--- config.mk ---
export PLATFORM = sky130hd
export DESIGN_NAME = grid_scanner_flat
export DESIGN_NICKNAME = d
export VERILOG_FILES = /design/src/rtl/grid_pkg.sv /design/src/rtl/grid_scanner_if.sv /design/src/rtl/grid_scanner_blink_gen.sv /design/src/rtl/grid_scanner.sv /design/src/flat_wrapper.sv
export SDC_FILE = /design/constraint.sdc
export NUM_CORES = 1
export LEC_CHECK = 0
export CAP_MARGIN = 10
export CORE_MARGIN = 4
export CORE_UTILIZATION = 52
export CTS_BUF_LIST = sky130_fd_sc_hd__clkbuf_4
export CTS_CLUSTER_SIZE = 16
export DETAILED_ROUTE_END_ITERATION = 8
export PLACE_DENSITY = 0.83
export SLEW_MARGIN = 40
export SYNTH_ARGS = -nofsm -noshare
export SYNTH_HDL_FRONTEND = slang
export SYNTH_SLANG_ARGS = --single-unit
--- constraint.sdc ---
create_clock -name clk -period 2.92 [get_ports clk]
set_input_delay 0.584 -clock clk [delete_from_list [all_inputs] [get_ports clk]]
set_output_delay 0.584 -clock clk [all_outputs]
set_load 0.005 [all_outputs]
--- src/rtl/grid_pkg.sv ---
// Shared types for the grid scanner: grid geometry, row index type, FSM states
// and the cursor bit-mask helper used by the overlay.
package grid_pkg;

  localparam int GRID_N = 16;

  typedef logic [GRID_N-1:0][GRID_N-1:0] grid_t;
  typedef logic [3:0]                    idx_t;

  typedef enum logic [1:0] {
    SNAP  = 2'd0,
    SEND  = 2'd1,
    DWELL = 2'd2
  } scan_state_t;

  // One-hot mask selecting the cursor column within a row
  function automatic logic [GRID_N-1:0] cursor_mask(input idx_t col);
    cursor_mask      = {GRID_N{1'b0}};
    cursor_mask[col] = 1'b1;
  endfunction

endpackage

--- src/rtl/grid_scanner_if.sv ---
// Row stream between the scanner and the LED driver: valid/ready handshake
// carrying one 16-cell row and its index.
interface grid_scanner_if;
  import grid_pkg::*;

  logic              row_valid;
  logic              row_ready;
  logic [GRID_N-1:0] row_data;
  idx_t              row_index;

  modport master (output row_valid, output row_data, output row_index, input row_ready);
  modport slave  (input row_valid, input row_data, input row_index, output row_ready);

endinterface

--- src/rtl/grid_scanner_blink_gen.sv ---
// Cursor blink timebase: counts frames and flips blink_phase_o every
// BLINK_FRAMES frames, advancing only on en_i pulses.
module blink_gen #(
  parameter int BLINK_FRAMES = 8
) (
  input  logic clk,
  input  logic reset,
  input  logic en_i,
  output logic blink_phase_o
);

  localparam int FCW = (BLINK_FRAMES > 1) ? $clog2(BLINK_FRAMES) : 1;
  localparam logic [FCW-1:0] FRAME_LAST = FCW'(BLINK_FRAMES - 1);

  logic [FCW-1:0] frame_cnt_q, frame_cnt_d;
  logic           phase_q, phase_d;

  // Counter advance and phase toggle on each enabled frame boundary
  always_comb begin
    frame_cnt_d = frame_cnt_q;
    phase_d     = phase_q;
    if (en_i) begin
      if (frame_cnt_q == FRAME_LAST) begin
        frame_cnt_d = {FCW{1'b0}};
        phase_d     = ~phase_q;
      end else begin
        frame_cnt_d = frame_cnt_q + FCW'(1);
        phase_d     = phase_q;
      end
    end else begin
      frame_cnt_d = frame_cnt_q;
      phase_d     = phase_q;
    end
  end

  // Frame counter and phase registers
  always_ff @(posedge clk) begin
    if (!reset) begin
      frame_cnt_q <= {FCW{1'b0}};
      phase_q     <= 1'b0;
    end else begin
      frame_cnt_q <= frame_cnt_d;
      phase_q     <= phase_d;
    end
  end

  assign blink_phase_o = phase_q;

endmodule

--- src/rtl/grid_scanner.sv ---
// Frame scanner: snapshots the live grid once per frame and streams it row by
// row over a valid/ready link, holding each accepted row for DWELL cycles.
module grid_scanner #(
  parameter int DWELL        = 1000,
  parameter int BLINK_FRAMES = 8
) (
  input  logic            clk,
  input  logic            reset,
  input  grid_pkg::grid_t grid,
  input  grid_pkg::idx_t  cursor_row,
  input  grid_pkg::idx_t  cursor_col,
  input  logic            blink_en,
  output logic            frame_start,
  grid_scanner_if.master  row_if
);
  import grid_pkg::*;

  localparam int DCW = (DWELL > 1) ? $clog2(DWELL) : 1;
  localparam logic [DCW-1:0] DWELL_LOAD = DCW'(DWELL - 1);

  scan_state_t       state_q, state_d;
  idx_t              row_index_q, row_index_d;
  logic              row_valid_q, row_valid_d;
  logic              frame_start_q, frame_start_d;
  logic [DCW-1:0]    dwell_cnt_q, dwell_cnt_d;
  grid_t             snapshot_q, snapshot_d;
  logic              first_q, first_d;
  logic              blink_phase_s;
  logic              blink_en_s;
  logic              overlay_s;
  logic [GRID_N-1:0] row_data_s;

  // The post-reset frame_start is frame 0 itself, so it does not advance the blink timebase
  assign blink_en_s = frame_start_q & ~first_q;

  blink_gen #(
    .BLINK_FRAMES (BLINK_FRAMES)
  ) u_blink (
    .clk           (clk),
    .reset         (reset),
    .en_i          (blink_en_s),
    .blink_phase_o (blink_phase_s)
  );

  // Scan FSM next state; SNAP lingers one extra cycle after reset so frame_start can pulse
  always_comb begin
    state_d       = state_q;
    row_index_d   = row_index_q;
    dwell_cnt_d   = dwell_cnt_q;
    snapshot_d    = snapshot_q;
    frame_start_d = 1'b0;
    case (state_q)
      SNAP: begin
        snapshot_d    = grid;
        row_index_d   = 4'd0;
        frame_start_d = ~frame_start_q;
        if (frame_start_q) begin
          state_d = SEND;
        end else begin
          state_d = SNAP;
        end
      end
      SEND: begin
        if (row_valid_q && row_if.row_ready) begin
          dwell_cnt_d = DWELL_LOAD;
          state_d     = grid_pkg::DWELL;
        end else begin
          state_d = SEND;
        end
      end
      grid_pkg::DWELL: begin
        if (dwell_cnt_q == {DCW{1'b0}}) begin
          if (row_index_q == 4'd15) begin
            state_d       = SNAP;
            row_index_d   = 4'd0;
            frame_start_d = 1'b1;
          end else begin
            state_d     = SEND;
            row_index_d = row_index_q + 4'd1;
          end
        end else begin
          dwell_cnt_d = dwell_cnt_q - DCW'(1);
        end
      end
      default: begin
        state_d = SNAP;
      end
    endcase
    row_valid_d = (state_d == SEND);
    if (frame_start_q) begin
      first_d = 1'b0;
    end else begin
      first_d = first_q;
    end
  end

  // Cursor overlay on the presented row; cursor inputs are used live
  always_comb begin
    overlay_s = blink_en && blink_phase_s && (row_index_q == cursor_row);
    if (overlay_s) begin
      row_data_s = snapshot_q[row_index_q] ^ cursor_mask(cursor_col);
    end else begin
      row_data_s = snapshot_q[row_index_q];
    end
  end

  // All scanner state registers
  always_ff @(posedge clk) begin
    if (!reset) begin
      state_q       <= SNAP;
      row_index_q   <= 4'd0;
      row_valid_q   <= 1'b0;
      frame_start_q <= 1'b0;
      dwell_cnt_q   <= {DCW{1'b0}};
      snapshot_q    <= {(GRID_N*GRID_N){1'b0}};
      first_q       <= 1'b1;
    end else begin
      state_q       <= state_d;
      row_index_q   <= row_index_d;
      row_valid_q   <= row_valid_d;
      frame_start_q <= frame_start_d;
      dwell_cnt_q   <= dwell_cnt_d;
      snapshot_q    <= snapshot_d;
      first_q       <= first_d;
    end
  end

  assign frame_start      = frame_start_q;
  assign row_if.row_valid = row_valid_q;
  assign row_if.row_index = row_index_q;
  assign row_if.row_data  = row_data_s;

endmodule

--- src/flat_wrapper.sv ---
// flat-port wrapper written by rule: the top's interface ports become plain ports
module grid_scanner_flat import grid_pkg::*;
#(
  parameter int DWELL        = 1000,
  parameter int BLINK_FRAMES = 8
)
  (clk, reset, grid, cursor_row, cursor_col, blink_en, frame_start, row_if_row_valid, row_if_row_data, row_if_row_index, row_if_row_ready);
  grid_scanner_if row_if_i ();
  input  logic clk;
  input  logic reset;
  input  grid_pkg::grid_t grid;
  input  grid_pkg::idx_t cursor_row;
  input  grid_pkg::idx_t cursor_col;
  input  logic blink_en;
  output logic frame_start;
  output wire logic [$bits(row_if_i.row_valid)-1:0] row_if_row_valid;
  output wire logic [$bits(row_if_i.row_data)-1:0] row_if_row_data;
  output wire logic [$bits(row_if_i.row_index)-1:0] row_if_row_index;
  input wire logic [$bits(row_if_i.row_ready)-1:0] row_if_row_ready;
  assign row_if_row_valid = row_if_i.row_valid;
  assign row_if_row_data = row_if_i.row_data;
  assign row_if_row_index = row_if_i.row_index;
  assign row_if_i.row_ready = row_if_row_ready;
  grid_scanner #(.DWELL(DWELL), .BLINK_FRAMES(BLINK_FRAMES)) u_core (.clk(clk), .reset(reset), .grid(grid), .cursor_row(cursor_row), .cursor_col(cursor_col), .blink_en(blink_en), .frame_start(frame_start), .row_if(row_if_i));
endmodule
==> results of run 1 <==
-- final cells by class --
class | instances | share of cell area [%]
antenna | 3 | 0.04310
tap | 319 | 2.291
multi-input combinational | 769 | 38.62
sequential | 279 | 32.12
inverter | 9 | 0.2371
timing repair buffer | 363 | 21.30
clock buffer | 101 | 4.353
clock inverter | 23 | 1.034
-- state kept, by name, indices dropped and copies added (netlist names) --
register                      count
u_core.row_if.row_valid           1
u_core.u_blink.blink_phase_o      1
u_core.row_if.row_index           4
u_core.u_blink.frame_cnt_q        3
u_core.frame_start                1
u_core.dwell_cnt_q               10
u_core.state_q                    2
u_core.snapshot_q               256
u_core.first_q                    1
-- worst min-delay path: cells and delay by family (launching register included) --
| kind | cells | cell delay (ns) |
|---|---|---|
| simple gates | 1 | 0.07 |
| mux | 1 | 0.06 |
| flops | 1 | 0.33 |
-- cells by family (layout without fill, tap and decap cells) --
logic type      Yosys count  after routing
other cells               0              3
simple gates            351            351
xor+xnor                 21             21
mux                     323            323
buf+inv                  94            496
compound gates           66             66
fa+ha+maj                 8              8
flops                   279            279
-- worst paths after layout --
path,cells past startpoint,from,slack (ns),to
hold reg to reg,2,u_core.snapshot_q[2],0.49,u_core.snapshot_q[2]
hold / removal,2,u_core.snapshot_q[2],0.49,u_core.snapshot_q[2]
setup / recovery,8,u_core.row_if.row_index[0],-0.45,row_if_row_data[1]
setup reg to reg,7,u_core.state_q[0],0.85,u_core.row_if.row_index[2]
-- cell usage after synthesis, types with 5 or more instances --
cell and number:
a21oi_1 8, a221oi_2 16, a22o_1 16, a31oi_1 7
buf_2 32, buf_4 7, clkbuf_1 37, dfxtp_1 279
ha_1 8, inv_1 8, mux2i_1 259, mux4_1 13
mux4_2 51, nand2_1 11, nand2b_1 8, nand3_1 10
nor2_1 271, nor2b_1 5, nor4_1 19, xnor2_1 20
-- layer usage --
layer	vias up	global-route usage [%]
met2	412	47.38
met3	89	6.939
met1	4982	34.94
met4	6	12.70
li1	4829	-
met5	-	0
-- repair_timing --
| action | in CTS | in global routing |
|---|---|---|
| resized for setup | 120 | 13 |
| pin swaps | 30 | 19 |
| endpoints found under the setup margin | 16 | 16 |
| cloned | 3 | 0 |
| setup buffers | 21 | 3 |
-- stage by stage --
stage                     power [mW]  instances  setup WS [ns]
after detailed placement       6.422       1714        -0.3815
after floorplan                5.612       1142         0.5385
after global routing           10.30       1865        -0.5170
after CTS                      9.902       1862        -0.4640
after global placement         6.354       1714        -0.3754
final                          9.861       1866        -0.4451
-- where the power goes --
part | total [mW] | internal, mW | switching [mW]
logic | 2.00 | 1.08 | 0.919
registers | 4.39 | 4.17 | 0.225
clock network | 3.47 | 1.87 | 1.60
total | 9.86 | 7.12 | 2.74
==> results.toml, run 1 <==
[synthesis]
synthAdderAreaFrac_pct = 0.7967
ys.flop_type = "dfxtp_1"
netlist_area_mm2 = 0.01256
synth_compound_area_share_pct = 4.870
synthesis.nets = 1418
syn_area_per_cell_um2 = 11.00
yosysWarnings = 0
synth_seq_cells = 279
synthSimpleGateAreaFrac_pct = 12.00
synth.top_cell.area_share_pct = 44.45
synth_cells = 1142
synth_edf_count = 0
async_reset_ff_share_pct = 0
synth_top_family_by_area = "multiplexers"
synthTopCellsByArea = "dfxtp_1 44%, mux2i_1 21%, mux4_2 9.1%"
synth_xor_xnor_area_share_pct = 1.464
ys_seq_area_share_pct = 44.45
synthMuxAreaShare_pct = 32.49
yosysTopAreaCell = "dfxtp_1"
synth.distinct_cells = 52

[floorplan]
io_pins = 290
initial_core_util_pct = 53.21
die_w_um = 163.4
die_h_um = 163.4
core_area_mm2 = 0.02361
placementRows = 56
die_area_mm2 = 0.02671

[cts]
clock_tree.buffer_depth = 3
hold_buffers = 0
cts.sinks = 279
clock_latency_ns = 0.70
htree_levels = 3
cts_made_buffers = 72
cts_tree = "built"
cts_root_buffer = "clkbuf_4"
path_clk_slew_ns = 0.07

[pwr]
ir_worst_vdd_mv = 0.4002
p_leak_nw = 8.146
p_per_area_mw_per_mm2 = 566.1

[grt]
grt_antenna_before_repair = 5
first_global_vias = 10643
grt_max_degree = 75
groute.usage.overall_pct = 28.38
grt_pass1_wl_mm = 58.21
overflow = 0

[worst_setup_path]
required_ns = 2.34
worstPathArrival_ns = 2.78
crit_family = "buffers and inverters"
cpPeakStageDelay_ns = 0.55
end_kind = "output pin"
worstPathCellList = "buf_4 > buf_16 > buf_4 > mux4_2 > a221oi_2 > buf_4 > xnor2_2 > buf_2"
cp_max_fo = 6
start_kind = "register"
path_class = "reg2out"
crit_top_cell = "buf_4"
path_buf_inv = 5
critPathSlowestCell = "mux4_2"

[timing]
final-hold-violation-count = 0
worst_slew_pin_slew_ns = 0.6622
period_minus_slack_ns = 3.365
finalSetupTns_ns = -5.744
rsz0062_at_grt = "yes"
setup_slack_ns = -0.4451
finClkSkew_ns = 0.05419
whs_ns = 0.4936
drv_slew = 0
relSlewSlack_pct = 55.85
setup_viol = 16
period_share_pct = 115.2
fmax_ghz = 0.2972

[cells_and_area]
fin_area_mm2 = 0.01742
layout_commonest_cell = "dfxtp_1"
nFillCells = 1641
final_cell_mix = "276 x dfxtp_1, 273 x clkdlybuf4s50_1, 271 x nor2_1"
final_nets = 1770
area_growth_pct = 38.63
drive_gt1_share_pct = 20.08
fin_util_pct = 73.77
seqCellArea_mm2 = 0.005594
multi_input_area_mm2 = 0.006728

[place]
dp_hpwl_mm = 27.95
place.gp.congestion = 0.8495
portBuffers = 289
placed_area_mm2 = 0.01603

[route]
m1WireLength_mm = 15.78
via_count = 10318
drtIter0Drc = 738
antenna_left = 0
met2WireLength_mm = 18.95
dr.max_layer_used = "met5"
vias_per_cell = 5.529
drtPass1Iterations = 5
wirelength_mm = 39.10
wl_per_cell_um = 20.96
drc = 0
routed-wl-met3_mm = 2.859

[run]
cap_violations = 0

[min_path]
hp-class = "reg2reg"

[outcome]
violations = "setup timing"
status = "complete, but fails checks"
Note: power is estimated with default switching activity, not from simulation.
==> run 2: changes to the inputs <==
- CORE_UTILIZATION: 52 -> 56
- PLACE_DENSITY: 0.83 -> 0.88
- clock period: 2.92 -> 3.92 ns (I/O delays scaled with it)
==> run 2 against run 1 <==
Net effect:
- the run now ends clean
- register-to-register slack better by 0.71 ns
- worst hold slack worse by 0.017 ns
- die area decreased by 6.8%
- setup slack improved by 0.50 ns
- cell count down 4.5%
- critical endpoint unchanged
==> results.toml, run 2 (synthesis results as in run 1) <==
[outcome]
status = "finished, final reports clean"

[grt]
overflow = 0
grt_pass1_wl_mm = 55.38
grt_antenna_before_repair = 6
grtUsageMet1_pct = 36.29
first_global_vias = 10128
use_met2_pct = 47.08
grt-busiest-layer = "met2"
groute.usage.overall_pct = 28.79
grt_max_degree = 111
use_met3_pct = 7.846

[cells_and_area]
multi_input_area_mm2 = 0.006535
area_growth_pct = 32.65
seqCellArea_mm2 = 0.005595
drive_gt1_share_pct = 14.85
final_nets = 1730
layout_commonest_cell = "clkdlybuf4s50_1"
final_cell_mix = "286 x clkdlybuf4s50_1, 275 x dfxtp_1, 271 x nor2_1"
nFillCells = 1431
regMostFlops = "u_core.snapshot_q"
largest_register_ffs = 256

[floorplan]
placementRows = 54
die_h_um = 157.8
initial_core_util_pct = 57.22
core_area_mm2 = 0.02196
die_area_mm2 = 0.02490
io_pins = 290
die_w_um = 157.8

[timing]
final-hold-violation-count = 0
period_share_pct = 98.67
relSlewSlack_pct = 51.61
finClkSkew_ns = 0.03542
setup_viol = 0
worst_slew_pin_slew_ns = 0.7199
period_minus_slack_ns = 3.868
whs_ns = 0.4767
fmax_ghz = 0.2585
rsz0062_at_grt = "yes"
drv_slew = 0

[cts]
cts.sinks = 279
hold_buffers = 0
cts_made_buffers = 73
cts_root_buffer = "clkbuf_4"
clock_tree.buffer_depth = 3
htree_levels = 3
path_clk_slew_ns = 0.06
clock_latency_ns = 0.69
cts_tree = "built"

[pwr]
p_leak_nw = 7.801
p_int_mw = 5.186
switching_power_mw = 1.974
switching_share_pct = 27.57
combPwrFrac_pct = 20.4
p_per_area_mw_per_mm2 = 429.6
pwr-share-seq_pct = 45.6
power_mw = 7.160
ir_worst_vdd_mv = 0.2620
clkPwrFrac_pct = 34.0

[worst_setup_path]
start_kind = "register"
worstPathArrival_ns = 3.08
end_kind = "output pin"
cp_max_fo = 11
path_class = "reg2out"
required_ns = 3.14

[route]
drtPass1Iterations = 5
wl_per_cell_um = 20.96
drc = 0
vias_per_cell = 5.684
via_count = 10129
wirelength_mm = 37.35
antenna_left = 0
drtIter0Drc = 683

[run]
cap_violations = 0

[min_path]
hp-class = "reg2reg"

[place]
dp_hpwl_mm = 27.11
place.gp.congestion = 0.8645
portBuffers = 289
==> run 2: changes by cell type in the layout (fill, tap and decap cells not counted), sizes merged, moves of 3 or more <==
cell | before | now
clkdlybuf4s50 | 273 | 286
clkinv | 18 | 12
dlymetal6s2s | 0 | 3
diode | 3 | 7
buf | 90 | 32
==> run 2: through the flow <==
stage / setup TNS (ns) / setup WS, ns / cell area (um^2) / utilization [%] / instances
CTS: 0 / 0.0002358 / 16560 / 75.42 / 1773
global route: -0.1235 / -0.03515 / 16660 / 75.86 / 1778
detailed placement: 0 / 0.1965 / 15670 / 71.37 / 1654
finish: 0 / 0.05207 / 16670 / 75.90 / 1782
global placement: 0 / 0.2493 / 15670 / 71.37 / 1654
floorplan: 0 / 1.339 / 12560 / - / 1142
==> run 2: what timing repair did <==
item | in CTS | in global routing
cloned | 0 | 1
gates resized for setup | 1 | 15
setup buffers | 3 | 1
setup endpoints to repair | 15 | 16
==> run 2: critical path: stages, from the launching register on <==
cell and delay, ns:
dfxtp_4 0.43, buf_4 0.16, clkbuf_16 0.18, mux4_2 0.60, a221oi_2 0.35, xnor2_1 0.18, clkdlybuf4s50_1 0.53
==> run 2: worst paths after layout <==
check	start	end	slack, ns	cells past startpoint
max reg2reg	u_core.state_q[0]	u_core.dwell_cnt_q[5]	1.56	7
min	u_core.first_q	u_core.first_q	0.48	2
min reg2reg	u_core.first_q	u_core.first_q	0.48	2
max	u_core.row_if.row_index[0]	row_if_row_data[1]	0.05	6
==> run 2: layout make-up <==
type / instances / share of cell area (%)
diodes: 7 / 0.1051
clock buffers: 99 / 4.459
clock inverters: 17 / 0.7207
inverters: 9 / 0.2477
multi-input cells: 769 / 39.21
flip-flops and latches: 279 / 33.57
well taps: 280 / 2.102
repair buffers: 322 / 19.59
==> run 2: power by group through the flow <==
stage / clock network [mW] / logic (mW) / registers [mW]
2_1_floorplan: 0 / 0.916 / 3.26
3_3_place_gp: 0 / 1.40 / 3.30
3_5_place_dp: 0 / 1.43 / 3.32
4_1_cts: 2.47 / 1.45 / 3.26
5_1_grt: 2.63 / 1.57 / 3.29
6_report: 2.44 / 1.46 / 3.27
==> run 2: metal layers <==
layer / wire length [um] / share of wire [%] / up-vias
met5: 19 / 0.051 / -
met1: 14840 / 40 / 4861
met2: 17990 / 48 / 425
met3: 3360 / 9.0 / 73
met4: 1148 / 3.1 / 2
li1: - / - / 4768
